## src/rtl/lcd_hd44780_ctrl.sv

```systemverilog
// HD44780 character-LCD controller: power-up init, valid/ready byte stream,
// 8/4-bit bus timing and cursor tracking with automatic row wrap.
module lcd_hd44780_ctrl #(
    parameter int CLK_HZ   = 50_000_000,
    parameter int COLS     = 16,
    parameter int ROWS     = 2,
    parameter bit BUS_4BIT = 1'b0
) (
    input  logic       CLOCK_50,
    input  logic       reset,
    input  logic       in_valid,
    output logic       in_ready,
    input  logic       in_rs,
    input  logic [7:0] in_data,
    input  logic       blon,
    output logic       init_done,
    output logic [1:0] cur_row,
    output logic [5:0] cur_col,
    output logic       LCD_ON,
    output logic       LCD_BLON,
    output logic       LCD_RW,
    output logic       LCD_EN,
    output logic       LCD_RS,
    output logic [7:0] LCD_DATA
);

    function automatic int max1(input int v);
        return (v < 1) ? 1 : v;
    endfunction

    localparam logic [31:0] T_PWR   = 32'(max1(CLK_HZ / 50));
    localparam logic [31:0] T_AS    = 32'(max1(CLK_HZ / 10_000_000));
    localparam logic [31:0] T_EN    = 32'(max1(CLK_HZ / 1_000_000));
    localparam logic [31:0] T_SHORT = 32'(max1(CLK_HZ / 20_000));
    localparam logic [31:0] T_LONG  = 32'(max1(CLK_HZ / 500));

    localparam logic [2:0] LAST_STEP = BUS_4BIT ? 3'd7 : 3'd6;
    localparam logic [5:0] COLS_W    = 6'(COLS);
    localparam logic [1:0] ROW_MAX   = 2'(ROWS - 1);

    typedef enum logic [2:0] {
        S_PWR, S_INIT, S_IDLE, S_SETUP, S_EN_HI, S_EN_LO, S_EXEC, S_FIX
    } state_t;

    function automatic logic [7:0] init_byte(input logic [2:0] idx);
        logic [7:0] b;
        if (BUS_4BIT) begin
            case (idx)
                3'd0, 3'd1, 3'd2: b = 8'h30;
                3'd3:             b = 8'h20;
                3'd4:             b = (ROWS > 1) ? 8'h28 : 8'h20;
                3'd5:             b = 8'h0C;
                3'd6:             b = 8'h01;
                default:          b = 8'h06;
            endcase
        end else begin
            case (idx)
                3'd0, 3'd1, 3'd2: b = 8'h30;
                3'd3:             b = (ROWS > 1) ? 8'h38 : 8'h30;
                3'd4:             b = 8'h0C;
                3'd5:             b = 8'h01;
                default:          b = 8'h06;
            endcase
        end
        return b;
    endfunction

    function automatic logic [7:0] row_base(input logic [1:0] r);
        logic [7:0] b;
        case (r)
            2'd0:    b = 8'h00;
            2'd1:    b = 8'h40;
            2'd2:    b = 8'(COLS);
            default: b = 8'h40 + 8'(COLS);
        endcase
        return b;
    endfunction

    // In 4-bit mode the first bus phase carries the high nibble on [7:4].
    function automatic logic [7:0] bus_hi(input logic [7:0] b);
        return BUS_4BIT ? {b[7:4], 4'h0} : b;
    endfunction

    function automatic logic is_long(input logic rs, input logic [7:0] b);
        return !rs && (b == 8'h01 || b == 8'h02 || b == 8'h03);
    endfunction

    state_t      state;
    logic [31:0] cnt;
    logic [2:0]  step;
    logic [3:0]  lo_q;
    logic        low_nib;
    logic        single;
    logic        long_q;
    logic        fix;
    logic [1:0]  dec_row;
    logic [5:0]  dec_col;
    logic [7:0]  addr;
    logic [7:0]  fix_byte;

    assign LCD_RW   = 1'b0;
    assign addr     = {1'b0, in_data[6:0]};
    assign fix_byte = 8'h80 | row_base(cur_row);

    // Lowest matching row wins; no match leaves the defaults at (0,0).
    always_comb begin
        dec_row = '0;
        dec_col = '0;
        for (int r = ROWS - 1; r >= 0; r--) begin
            if (addr >= row_base(2'(r)) &&
                addr < row_base(2'(r)) + 8'(COLS)) begin
                dec_row = 2'(r);
                dec_col = 6'(addr - row_base(2'(r)));
            end
        end
    end

    always_ff @(posedge CLOCK_50) begin
        if (reset) begin
            state     <= S_PWR;
            cnt       <= '0;
            step      <= '0;
            lo_q      <= '0;
            low_nib   <= 1'b0;
            single    <= 1'b0;
            long_q    <= 1'b0;
            fix       <= 1'b0;
            in_ready  <= 1'b0;
            init_done <= 1'b0;
            cur_row   <= '0;
            cur_col   <= '0;
            LCD_ON    <= 1'b0;
            LCD_BLON  <= 1'b0;
            LCD_EN    <= 1'b0;
            LCD_RS    <= 1'b0;
            LCD_DATA  <= '0;
        end else begin
            LCD_ON   <= 1'b1;
            LCD_BLON <= blon;
            unique case (state)
                S_PWR: begin
                    if (cnt == T_PWR - 32'd1) begin
                        cnt   <= '0;
                        state <= S_INIT;
                    end else begin
                        cnt <= cnt + 32'd1;
                    end
                end
                S_INIT: begin
                    lo_q     <= init_byte(step)[3:0];
                    low_nib  <= 1'b0;
                    single   <= BUS_4BIT && (step < 3'd4);
                    long_q   <= (step < 3'd3) || is_long(1'b0, init_byte(step));
                    LCD_RS   <= 1'b0;
                    LCD_DATA <= bus_hi(init_byte(step));
                    cnt      <= '0;
                    state    <= S_SETUP;
                end
                S_IDLE: begin
                    if (in_valid && in_ready) begin
                        in_ready <= 1'b0;
                        lo_q     <= in_data[3:0];
                        low_nib  <= 1'b0;
                        single   <= 1'b0;
                        long_q   <= is_long(in_rs, in_data);
                        LCD_RS   <= in_rs;
                        LCD_DATA <= bus_hi(in_data);
                        cnt      <= '0;
                        state    <= S_SETUP;
                        if (in_rs) begin
                            if (cur_col == COLS_W - 6'd1) begin
                                cur_col <= '0;
                                cur_row <= (cur_row == ROW_MAX) ? 2'd0
                                                                : cur_row + 2'd1;
                                fix     <= 1'b1;
                            end else begin
                                cur_col <= cur_col + 6'd1;
                            end
                        end else if (is_long(1'b0, in_data)) begin
                            cur_row <= '0;
                            cur_col <= '0;
                        end else if (in_data[7]) begin
                            cur_row <= dec_row;
                            cur_col <= dec_col;
                        end
                    end
                end
                S_SETUP: begin
                    if (cnt == T_AS - 32'd1) begin
                        cnt    <= '0;
                        LCD_EN <= 1'b1;
                        state  <= S_EN_HI;
                    end else begin
                        cnt <= cnt + 32'd1;
                    end
                end
                S_EN_HI: begin
                    if (cnt == T_EN - 32'd1) begin
                        cnt    <= '0;
                        LCD_EN <= 1'b0;
                        if (BUS_4BIT && !single && !low_nib)
                            state <= S_EN_LO;
                        else
                            state <= S_EXEC;
                    end else begin
                        cnt <= cnt + 32'd1;
                    end
                end
                S_EN_LO: begin
                    // Low nibble goes out after the gap, then gets its own setup.
                    if (cnt == T_EN - 32'd1) begin
                        cnt      <= '0;
                        low_nib  <= 1'b1;
                        LCD_DATA <= {lo_q, 4'h0};
                        state    <= S_SETUP;
                    end else begin
                        cnt <= cnt + 32'd1;
                    end
                end
                S_EXEC: begin
                    if (cnt == (long_q ? T_LONG : T_SHORT) - 32'd1) begin
                        cnt <= '0;
                        if (!init_done && step != LAST_STEP) begin
                            step  <= step + 3'd1;
                            state <= S_INIT;
                        end else if (fix) begin
                            state <= S_FIX;
                        end else begin
                            init_done <= 1'b1;
                            in_ready  <= 1'b1;
                            state     <= S_IDLE;
                        end
                    end else begin
                        cnt <= cnt + 32'd1;
                    end
                end
                S_FIX: begin
                    fix      <= 1'b0;
                    lo_q     <= fix_byte[3:0];
                    low_nib  <= 1'b0;
                    single   <= 1'b0;
                    long_q   <= 1'b0;
                    LCD_RS   <= 1'b0;
                    LCD_DATA <= bus_hi(fix_byte);
                    cnt      <= '0;
                    state    <= S_SETUP;
                end
                default: state <= S_PWR;
            endcase
        end
    end

endmodule

```

## config.mk

```make
export PLATFORM = sky130hd
export DESIGN_NAME = lcd_hd44780_ctrl
export DESIGN_NICKNAME = d
export VERILOG_FILES = /design/src/rtl/lcd_hd44780_ctrl.sv
export SDC_FILE = /design/constraint.sdc
export NUM_CORES = 1
export LEC_CHECK = 0
export ABC_AREA = 1
export CAP_MARGIN = 20
export CORE_AREA = 2 2 102 104
export DETAILED_ROUTE_END_ITERATION = 12
export DIE_AREA = 0 0 104 106
export GPL_TIMING_DRIVEN = 0
export MAX_ROUTING_LAYER = met4
export PLACE_DENSITY = 0.68
export SLEW_MARGIN = 10
export SYNTH_ARGS = -nofsm -noshare
export SYNTH_HDL_FRONTEND = slang
export SYNTH_SLANG_ARGS = --single-unit
```

## constraint.sdc

```tcl
create_clock -name CLOCK_50 -period 3.5 [get_ports CLOCK_50]
set_input_delay 0.7 -clock CLOCK_50 [delete_from_list [all_inputs] [get_ports CLOCK_50]]
set_output_delay 0.7 -clock CLOCK_50 [all_outputs]
set_load 0.01 [all_outputs]
```

# Yosys cells after proc, flatten, opt, wreduce, memory -nomap -nowiden
# Index checks and enable logic that the tools add are counted.
[word_totals] word_cells=159 out_inout_bits=23 reg_bits=66 input_bits=13
[op_classes] n_addsub=7 n_eq_ne=37 mux=57 magnitude_cmp=5 n_bitwise=2 reduce_logical=36
[ops] op="$pmux W32 S6" count=1
[ops] op="$mux W32" count=5
[ops] op="$mux W6" count=8
[ops] op="$add A32 B1 Y32 const B" count=1
[ops] op="$eq A32 B20 Y1 const B" count=1
[ops] op="$eq A32 B3 Y1 const B" count=1
[ops] op="$eq A32 B32 Y1" count=1
[ops] op="$eq A32 B6 Y1 const B" count=1
[ops] op="$eq A8 B2 Y1 const B" count=4
[ops] op="$mux W8" count=4
[ops] op="$pmux W8 S4" count=1
[ops] op="$mux W3" count=8
[ops] op="$pmux W6 S4" count=1
[ops] op="$pmux W3 S7" count=1
[ops] op="$pmux W7 S3" count=1
[ops] op="$ne A2 B2 Y1 const B" count=10
[ops] op="$eq A3 B3 Y1 const B" count=6
[ops] op="$sub A17 B1 Y18 const B" count=1
[ops] op="$mux W17" count=1
[ops] op="$eq A8 B1 Y1 const B" count=2
[ops] op="$mux W1" count=14
[ops] op="$eq A3 B2 Y1 const B" count=4
[ops] op="$pmux W4 S3" count=1
[ops] op="$reduce_and A3 Y1" count=4
[ops] op="other kinds (34)" count=62

# Depth between registers and ports, before layout
[depth] ltp_word=10 depth_mapped=13 mapped_depth_nobuf=13

# Worst setup path after synthesis
# Ideal clock, no wire load.
[synth_path] path_kind="input to register" from="input port in_data[5]" to="register cur_row[0]" t_arrival_ps=1613 required_ps=3383 path_slack_ps=1770 cell_stages=8 setup_ps=117 path_buffers=0 path_cell_list="nor2_1 > nand3_1 > nor3_2 > o21ai_2 > nor2_1 > o21ai_0 > a21oi_1 > nor2_1"
[synth_between] elab_chain_cells=7 word_cells_on_any_way=18 cone_classes="order compare (4); eq/ne (3); mux (5); reduce/logical (6)"
[synth_lines] element="start: declaration" line="14" source="input logic [7:0] in_data,"
[synth_lines] element="$ge A7 B7 Y1 or $lt A7 B7 Y1 (tied branches)" line="110, 111"
[synth_lines] element="$logic_and A1 B1 Y1" line="110" source="if (addr >= row_base(2'(r)) &&"
[synth_lines] element="$mux W1 (2 in series)" line="110"
[synth_lines] element="$mux W2" line="182" source="end else if (in_data[7]) begin"
[synth_lines] element="$mux W2" line="179" source="end else if (is_long(1'b0, in_data)) begin"
[synth_lines] element="$mux W2" line="170" source="if (in_rs) begin"
[synth_lines] element="end signal: assignment" line="173" source="cur_row <= (cur_row == ROW_MAX) ? 2'd0"
[synth_lines] element="end signal: assignment" line="183" source="cur_row <= dec_row;"
[synth_lines] element="end: declaration" line="17" source="output logic [1:0] cur_row,"
# Parallel ways exist; a longest one is shown, timed or not. The select of a mux whose other input is x is not followed.
# A chain may end at the register's enable or synchronous reset.

# Worst setup path after layout
# Same ends and word-level chain as after synthesis.

==> run_results.csv <==
group,metric,value,unit
outcome,status,"complete, no violations",
power_and_ir_drop,vdd_drop_max,0.237,mV
cells_and_area,seq_area,1320,um^2
cells_and_area,syn2layout_area_growth,14.9,%
clock_network,clockBufferDepth,2,
sta,report.final.setup_viol,0,
power_and_ir_drop,switching_power,388,uW
yosys,synth_top_area_frac,0.274,
setup_path,start_kind,"input port",
yosys,synth_area,4820,um^2
place,placed_area,5320,um^2
detailed_routing,ant_nets,0,
setup_path,cp_max_fo,8,
global_route,grt-busiest-layer,"met2",
detailed_routing,remaining_drc_errors,0,
yosys,syn_nets,821,
clock_network,ctsResizeCount,0,
yosys,synthArstFlopShare,0,
detailed_routing,routed_via_density,5.32,
setup_path,crit_chain,"clkdlybuf4s50_1 -> nor2_1 -> nand3_1 -> nor3_2 -> o21ai_2 -> nor2_1 -> o21ai_0 -> a21oi_1 -> nor2_1",
place,dp_cells,968,
yosys,synth_edf_count,0,
setup_path,worst_ep_arrival_time,2.40,ns
global_route,antenna_found_initial,0,
global_route,grt_usage,0.282,
flow_run,maxCapViolations,0,
sta,relSlewSlack,0.542,
power_and_ir_drop,pwr_density_cell,284,nW/um^2
setup_path,startpoint,"in_data[5]",
global_route,use_met3,0.0484,
clock_network,numCtsBuffers,9,
sta,worst_slack,1.34,ns
power_and_ir_drop,combPwrFrac,0.043,
yosys,seq_area_frac_synth,0.274,
power_and_ir_drop,p_sw_frac,0.247,
detailed_routing,finalWirelength,14600,um
sta,slew_viol_final,0,
setup_path,cp_common_cell,"nor2_1",
setup_path,cpLargestDelayFamily,"simple AND/OR/NAND/NOR gates",
global_route,use_met1,0.333,
cells_and_area,multiInputGateArea,2940,um^2
clock_network,root_buffer,"clkbuf_8",
sta,worst_pin_slew,0.687,ns
power_and_ir_drop,finalPower,1.57,mW
place,gp_congestion,0.932,
min_path,hp-start,"LCD_DATA[6]",
place,place_hpwl,11100,um
clock_network,cts_tree,"done",
power_and_ir_drop,power.internal,1.18,mW
global_route,grt_pass1_wl,24100,um
sta,hold_violations,0,
sta,rsz0062_at_grt,"no",
floorplanning,die_h,106,um
cells_and_area,drive_above_1_share,0.0979,
power_and_ir_drop,p_leak,2.35,nW
floorplanning,dieArea,11000,um^2
setup_path,reg2reg_from,"cnt[0]",
floorplanning,rows,37,
setup_path,slowest_stage,"clkdlybuf4s50_1",
power_and_ir_drop,p_clk_frac,0.475,
place,pre_cts_ws,0.991,ns
cells_and_area,fillers,1075,
sta,fin_crit,2.16,ns
place,port_buffers,33,
yosys,ys.flop_type,"dfxtp_1",
yosys,synth_cells,799,
detailed_routing,drt_iter0_markers,319,
yosys,syn_avg_cell_area,6.03,um^2
floorplanning,ios,36,
yosys,synth_largest_area_cell,"dfxtp_1",
sta,tns,0,ns
setup_path,path_class,"input port to flip-flop",
clock_network,cts_setup_buffers,0,
clock_network,htreeDepth,3,
setup_path,cp.required,3.75,ns
global_route,grt-ovfl-total,0,
detailed_routing,via_count,5237,
power_and_ir_drop,power_frac_seq,0.482,
cells_and_area,final_cell_mix,"228 x nand2_1, 112 x nor2_1, 87 x inv_1",
cells_and_area,stdcell_count,984,
floorplanning,fp.dieW,104,um
clock_network,hold_buffers,0,
cells_and_area,nets,865,
detailed_routing,post_drt_wl_per_cell,14.8,um
floorplanning,start_util,0.482,
cells_and_area,final_cell_area,5540,um^2
setup_path,cp_num_buf_inv,1,
detailed_routing,dr.pass1.iters,5,
cells_and_area,diodes,0,
cells_and_area,mostFrequentLayoutCell,"nand2_1",
sta,fin_crit_sh,0.617,
setup_path,critPathMaxStageDelay,0.42,ns
clock_network,clock-sinks,66,
clock_network,clock_latency,0.35,ns
yosys,synth.distinct_cells,45,
yosys,ys_ff_latch,66,
yosys,synth_top_cells_by_area,"dfxtp_1 27%, nand2_1 18%, nor2_1 8.7%",
min_path,hp-class,"flip-flop to flip-flop",
yosys,yosysWarnings,0,
floorplanning,core,10000,um^2
global_route,grt_use_met2,0.488,
global_route,grt_pass1_vias,4982,
sta,fmax,0.463,GHz
setup_path,end_kind,"flip-flop",
global_route,grt_max_degree,13,
clock_network,clkSlewWorstSetupHoldPaths,0.08,ns
sta,clock_skew,0.00607,ns
## metal layers
metal  routed length, um  up-vias
li1                    -     2661
met1                6190     2370
met2                7170      181
met3                 931       25
met4                 319        0
met5                   0        -
## per-stage QoR
stage,hold slack (ns),utilization
after global placement,0.454,0.532
after CTS,0.469,0.554
final,0.466,0.554
after detailed placement,0.457,0.532
after floorplan,0.445,-
after global routing,0.494,0.554
## logic make-up after synthesis
group,synth area share
flops,0.274
xor+xnor,0.0218
compound gates,0.130
simple gates,0.434
fa+ha+maj,0.0234
buf+inv,0.115
other cells,0.000779
## flip-flops by register name (all words and copies together) (netlist names), 2 cells and up
name,flops
cnt,32
state,3
LCD_DATA,8
cur_row,2
lo_q,4
step,3
cur_col,6
## power groups by stage
| stage | Combinational, mW | Clock [mW] | Sequential, mW |
|---|---|---|---|
| 2_1_floorplan | 0.0362 | 0 | 0.775 |
| 3_3_place_gp | 0.0660 | 0 | 0.775 |
| 3_5_place_dp | 0.0675 | 0 | 0.775 |
| 4_1_cts | 0.0677 | 0.754 | 0.757 |
| 5_1_grt | 0.0754 | 0.794 | 0.758 |
| 6_report | 0.0680 | 0.747 | 0.757 |
## area by class of cell
| cell class | count | share of cell area |
|---|---|---|
| clock inverter | 6 | 0.0165 |
| clock buffer | 10 | 0.0231 |
| buffer | 28 | 0.0305 |
| timing repair buffer | 33 | 0.0597 |
| inverter | 102 | 0.0696 |
| tap | 136 | 0.0307 |
| multi-input combinational | 603 | 0.531 |
| sequential | 66 | 0.239 |
## worst paths after layout
path / end / slack [ns] / cells after the start
min reg2reg: LCD_DATA[6] / 0.47 / 2
max: cur_row[0] / 1.34 / 9
min: LCD_DATA[6] / 0.47 / 2
max reg2reg: cnt[15] / 1.54 / 10
## Yosys cell counts (all sizes together) (2+ instances only)
cell type	instances
o22ai	3
clkbuf	8
o21ai	29
a21oi	41
xnor2	2
xor2	10
o31ai	3
inv	101
a22oi	4
ha	9
o311ai	2
o2111ai	2
o211ai	15
nand2	239
nor2	131
nor3	10
dfxtp	66
buf	20
nand4	20
nand3	71
o21bai	2
nor3b	2
## worst reg2reg max path, stage by stage (launching register included)
cell and delay (ns):
dfxtp_1 0.40, ha_1 0.23, nand2_1 0.13, nor2_4 0.18, inv_1 0.07, nor2_1 0.10, nand3_1 0.23, nand2_2 0.28
nor2_1 0.08, nand2_1 0.07, a21oi_1 0.06
Note: power is estimated with default switching activity, not from simulation.
